===== config.mk =====
export PLATFORM = sky130hd
export DESIGN_NAME = trigger_out_latch
export DESIGN_NICKNAME = d
export VERILOG_FILES = /design/src/rtl/trigger_out_pkg.sv /design/src/rtl/trigger_out_latch_edge.sv /design/src/rtl/trigger_out_latch.sv
export SDC_FILE = /design/constraint.sdc
export NUM_CORES = 1
export LEC_CHECK = 0
export ABC_AREA = 1
export BUFFER_PORTS_ARGS = -buffer_cell sky130_fd_sc_hd__buf_2
export CAP_MARGIN = 15
export CORE_UTILIZATION = 55
export DETAILED_ROUTE_END_ITERATION = 8
export GPL_TIMING_DRIVEN = 0
export HOLD_SLACK_MARGIN = 0.05
export PLACE_DENSITY = 0.78
export SYNTH_ARGS = -nofsm -noshare
export SYNTH_HDL_FRONTEND = slang
export SYNTH_SLANG_ARGS = --single-unit

===== constraint.sdc =====
create_clock -name sys_clk -period 5.86 [get_ports sys_clk]
set_input_delay 1.172 -clock sys_clk [delete_from_list [all_inputs] [get_ports sys_clk]]
set_output_delay 1.172 -clock sys_clk [all_outputs]
set_load 0.02 [all_outputs]

===== src/rtl/trigger_out_pkg.sv =====
// Shared constants and helpers for the trigger-out event latch.
package trigger_out_pkg;

  localparam int unsigned DEF_WIDTH = 16;
  localparam int unsigned CNT_W     = 16;
  localparam int unsigned SUM_W     = CNT_W + 1;
  // Widest event vector the popcount helper accepts; narrower vectors are zero-extended.
  localparam int unsigned POP_MAX_W = 64;

  localparam logic [CNT_W-1:0] CNT_MAX = 16'hFFFF;

  // Number of set bits in v.
  function automatic logic [CNT_W-1:0] popcount(input logic [POP_MAX_W-1:0] v);
    logic [CNT_W-1:0] c;
    c = '0;
    for (int i = 0; i < POP_MAX_W; i++) begin
      c = c + CNT_W'(v[i]);
    end
    return c;
  endfunction

endpackage


===== src/rtl/trigger_out_latch_edge.sv =====
// Rising-edge detector for the event lines. The history register resets to all
// ones so a line already high when reset releases is not reported as an event.
module evt_edge_detect #(
  parameter int unsigned WIDTH = 16
) (
  input  logic             sys_clk,
  input  logic             reset,
  input  logic [WIDTH-1:0] evt_in,
  output logic [WIDTH-1:0] edges
);

  logic [WIDTH-1:0] evt_q;

  // Register the event lines once for edge comparison.
  always_ff @(posedge sys_clk or posedge reset) begin
    if (reset) begin
      evt_q <= '1;
    end else begin
      evt_q <= evt_in;
    end
  end

  // A bit is an edge when it is high now and was low last cycle.
  always_comb begin
    edges = evt_in & ~evt_q;
  end

endmodule


===== src/rtl/trigger_out_latch.sv =====
// Sticky event flags with host snapshot, masked clear, overflow tracking and a
// saturating event counter, all on sys_clk.
module trigger_out_latch
  import trigger_out_pkg::*;
#(
  parameter int unsigned WIDTH    = DEF_WIDTH,
  parameter bit          AUTO_CLR = 1'b0
) (
  input  logic             sys_clk,
  input  logic             reset,
  input  logic [WIDTH-1:0] evt_in,
  input  logic             snap_strb,
  input  logic             clr_strb,
  input  logic [WIDTH-1:0] clr_mask,
  input  logic             cnt_clr,
  output logic [WIDTH-1:0] flags_out,
  output logic [WIDTH-1:0] ovf_out,
  output logic [CNT_W-1:0] evt_total,
  output logic             pending
);

  logic [WIDTH-1:0] edges;
  logic [WIDTH-1:0] flags;
  logic [WIDTH-1:0] flags_nxt;
  logic [WIDTH-1:0] ovf_nxt;
  logic [WIDTH-1:0] clr_sel;
  logic [WIDTH-1:0] auto_sel;
  logic [WIDTH-1:0] flag_clr;
  logic [WIDTH-1:0] ovf_set;
  logic [CNT_W-1:0] edge_cnt;
  logic [CNT_W-1:0] total_nxt;
  logic [SUM_W-1:0] sum;

  evt_edge_detect #(
    .WIDTH (WIDTH)
  ) u_edge (
    .sys_clk (sys_clk),
    .reset   (reset),
    .evt_in  (evt_in),
    .edges   (edges)
  );

  // Next-state for flags, overflow and the event counter; a set always beats a clear.
  always_comb begin
    clr_sel   = '0;
    auto_sel  = '0;
    flag_clr  = '0;
    flags_nxt = flags;
    ovf_set   = '0;
    ovf_nxt   = ovf_out;
    edge_cnt  = '0;
    sum       = '0;
    total_nxt = evt_total;

    if (clr_strb) begin
      clr_sel = clr_mask;
    end
    if (AUTO_CLR && snap_strb) begin
      auto_sel = flags;
    end
    flag_clr  = clr_sel | auto_sel;
    flags_nxt = edges | (flags & ~flag_clr);

    // An edge on an already-set flag that is not being serviced this cycle is a lost event.
    ovf_set = edges & flags & ~flag_clr;
    ovf_nxt = ovf_set | (ovf_out & ~clr_sel);

    edge_cnt = popcount(POP_MAX_W'(edges));
    sum      = SUM_W'(evt_total) + SUM_W'(edge_cnt);
    if (cnt_clr) begin
      total_nxt = edge_cnt;
    end else if (sum > SUM_W'(CNT_MAX)) begin
      total_nxt = CNT_MAX;
    end else begin
      total_nxt = sum[CNT_W-1:0];
    end
  end

  // State and output registers; the snapshot captures flags before this cycle's update.
  always_ff @(posedge sys_clk or posedge reset) begin
    if (reset) begin
      flags     <= '0;
      ovf_out   <= '0;
      flags_out <= '0;
      evt_total <= '0;
      pending   <= 1'b0;
    end else begin
      flags     <= flags_nxt;
      ovf_out   <= ovf_nxt;
      evt_total <= total_nxt;
      pending   <= |flags_nxt;
      if (snap_strb) begin
        flags_out <= flags;
      end
    end
  end

endmodule

==> impl_metrics.json <==
{
  "gp_congestion": 0.877,
  "grt_pass1_wl_mm": 13.7,
  "postCtsSetupBuffers": 0,
  "vias": 3239,
  "hold_class": "flop to flop",
  "hold_start": "ovf_out[11]",
  "cts_tree": "built",
  "final_area_um2": 4860,
  "r2r_slack_ns": 0.92,
  "rsz0062_at_grt": "false",
  "clk_path_buf_depth": 2,
  "ios": 86,
  "cellPowerDensity_nw_per_um2": 362,
  "critPathLaunchType": "input pin",
  "grt_util_met1": 0.307,
  "syn-num-nets": 503,
  "cts_buffers": 9,
  "dr.pass1.iters": 4,
  "min_path_cells": 2,
  "htreeDepth": 3,
  "timing.final.crit_period_ns": 5.40,
  "core_area_um2": 7210,
  "tns_ns": 0,
  "ir_drop_mv": 0.211,
  "nets": 598,
  "diodes": 0,
  "worst_pin_slew_ns": 0.459,
  "met3_usage": 0.0569,
  "syn_avg_cell_area_um2": 9.21,
  "utilization": 0.674,
  "grt.overflow.total": 0,
  "outcome": "finished, final reports clean",
  "initialDrtViolationCount": 94,
  "worstHoldEndpoint": "ovf_out[11]",
  "synthCells": 445,
  "slew_headroom": 0.694,
  "synth_cell_type_count": 28,
  "grt_pass1_vias": 3009,
  "io_buffers": 83,
  "r2r_end": "evt_total[14]",
  "drv_cap": 0,
  "p_leak_nw": 2.65,
  "timing.rr.start": "u_edge.evt_q[3]",
  "fmax_mhz": 185,
  "clk-insertion-delay-late_ns": 0.34,
  "end_kind": "flop",
  "num_rows": 31,
  "r2r_cells": 21,
  "die_h_um": 88.3,
  "final_common_cell": "nand2_1",
  "ys_seq_elements": 81,
  "grt.busiest_layer": "met2",
  "critPathKind": "input pin to flop",
  "ys_warn_count": 0,
  "areaGrowthSynthToFinish_pct": 18.7,
  "vias_per_cell": 5.03,
  "hold_viol": 0,
  "post-route-period-util": 0.922,
  "dpl_cell_area_um2": 4660,
  "ant_nets": 0,
  "track_usage": 0.234,
  "initial_core_util": 0.568,
  "drive_gt1_frac": 0.297,
  "grt_use_met2": 0.390,
  "die_x_um": 88.3,
  "setup_viol": 0,
  "seq_area_frac_synth": 0.499,
  "root_buffer": "clkbuf_8",
  "cts_resized": 0,
  "cts_hold_buf": 0,
  "drcViolationCount": 0,
  "fin_skew_ns": 0.0111,
  "grt_max_degree": 47,
  "drv_slew": 0,
  "clock-sinks": 81,
  "dpl.hpwl_mm": 6.54,
  "path_max_fanout": 10,
  "wl_per_cell_um": 13.2,
  "totalWireLength_mm": 8.52,
  "final_cell_mix": "nand2_1, buf_2, dfrtp_1, inv_1, nor2_1",
  "die_area_um2": 7800,
  "worstPathRequired_ns": 6.15,
  "path_clk_slew_ns": 0.08,
  "worst_ep_arrival_time_ns": 5.69,
  "synth_area_um2": 4100,
  "antenna_found_initial": 0
}
-- metrics by stage --
step	hold WS, ns	std cells	total power (W)	worst slack, ns
finish	0.483	644	0.00176	0.457
global route	0.512	644	0.00190	0.215
CTS	0.486	644	0.00178	0.438
detailed placement	0.464	628	0.00136	0.0871
global placement	0.457	627	0.00133	0.146
floorplan	0.469	445	0.00119	0.565
-- per-layer routing --
metal / wire length (µm) / vias up
met5: 0 / -
met4: 116 / 0
met3: 448 / 11
met2: 4250 / 95
met1: 3700 / 1535
li1: - / 1598
-- layout make-up --
cell class | count | area (µm²)
clock buffers | 10 | 138
fillers | 627 | 2350
multi-input cells | 297 | 1760
plain buffers | 8 | 66.3
clock inverters | 6 | 65.1
repair buffers | 84 | 435
inverters | 59 | 224
well taps | 99 | 124
flip-flops and latches | 81 | 2050
-- kinds of logic (layout without fill, tap and decap cells) --
logic type | count (synthesis) | in the layout | synth area share
AOI/OAI and AO/OA | 33 | 33 | 0.0470
xor gates and xnor gates | 5 | 5 | 0.0107
adders and majority gates | 21 | 21 | 0.0842
buffers and inverters | 67 | 167 | 0.0702
DFF | 81 | 81 | 0.499
muxes | 11 | 11 | 0.0302
and+or+nand+nor | 227 | 227 | 0.258
-- critical path, cell delays in order --
cell	delay (ns)
buf_2	0.09
inv_1	0.04
nor2_1	0.24
fa_1	0.44
inv_1	0.08
fa_1	0.44
fa_1	0.51
fa_1	0.50
inv_1	0.04
ha_1	0.19
fa_1	0.54
inv_1	0.07
fa_1	0.43
inv_1	0.13
nand3_2	0.09
nand3_2	0.09
nand2_2	0.07
nand2_2	0.10
nand2_4	0.08
buf_6	0.16
nand3_2	0.07
nand2_1	0.05
inv_1	0.05
-- registers in the layout, summed over array words and instances (netlist names) --
| register | count |
|---|---|
| ovf_out | 16 |
| flags_out | 16 |
| u_edge.evt_q | 16 |
| pending | 1 |
| flags | 16 |
| evt_total | 16 |
-- power by group --
group / internal (W) / total (W) / switching, W
clock network: 0.000209 / 0.000409 / 0.000200
logic: 0.000251 / 0.000666 / 0.000415
registers: 0.000638 / 0.000687 / 0.0000491
total: 0.00110 / 0.00176 / 0.000664
-- cell usage after synthesis --
library cell  count  area [µm²]
nand4_1           9        56.3
nand3_2           3        30.0
nand2_2           6        37.5
inv_1            59         221
nand3b_1          4        30.0
dfstp_2          16         420
o21a_1            1        7.51
fa_1             11         220
a21oi_1          11        55.1
buf_2             4        20.0
dfrtp_1          65        1630
ha_1             10         125
nor2_1           50         188
or2_1             1        6.26
a21oi_2           5        43.8
nand2_4          11         124
nand2_1         105         394
mux2_2           11         124
o21ai_0           6        30.0
buf_6             2        22.5
clkbuf_1          1        3.75
xor2_1            5        43.8
buf_12            1        20.0
nand3_1          36         180
o21ai_1           6        30.0
nor2_2            2        12.5
o21bai_1          1        7.51
a31oi_1           3        18.8
-- how the worst max path moves through the flow --
stage,from,endpoint,slack [ns]
final,evt_in[3],evt_total[14],0.46
after global routing,evt_in[3],evt_total[6],0.21
after global placement,evt_in[3],evt_total[14],0.15
after floorplan,evt_in[3],evt_total[14],0.57
after detailed placement,evt_in[3],evt_total[2],0.09
after CTS,evt_in[3],evt_total[14],0.44
(Power assumes the default switching activity.)
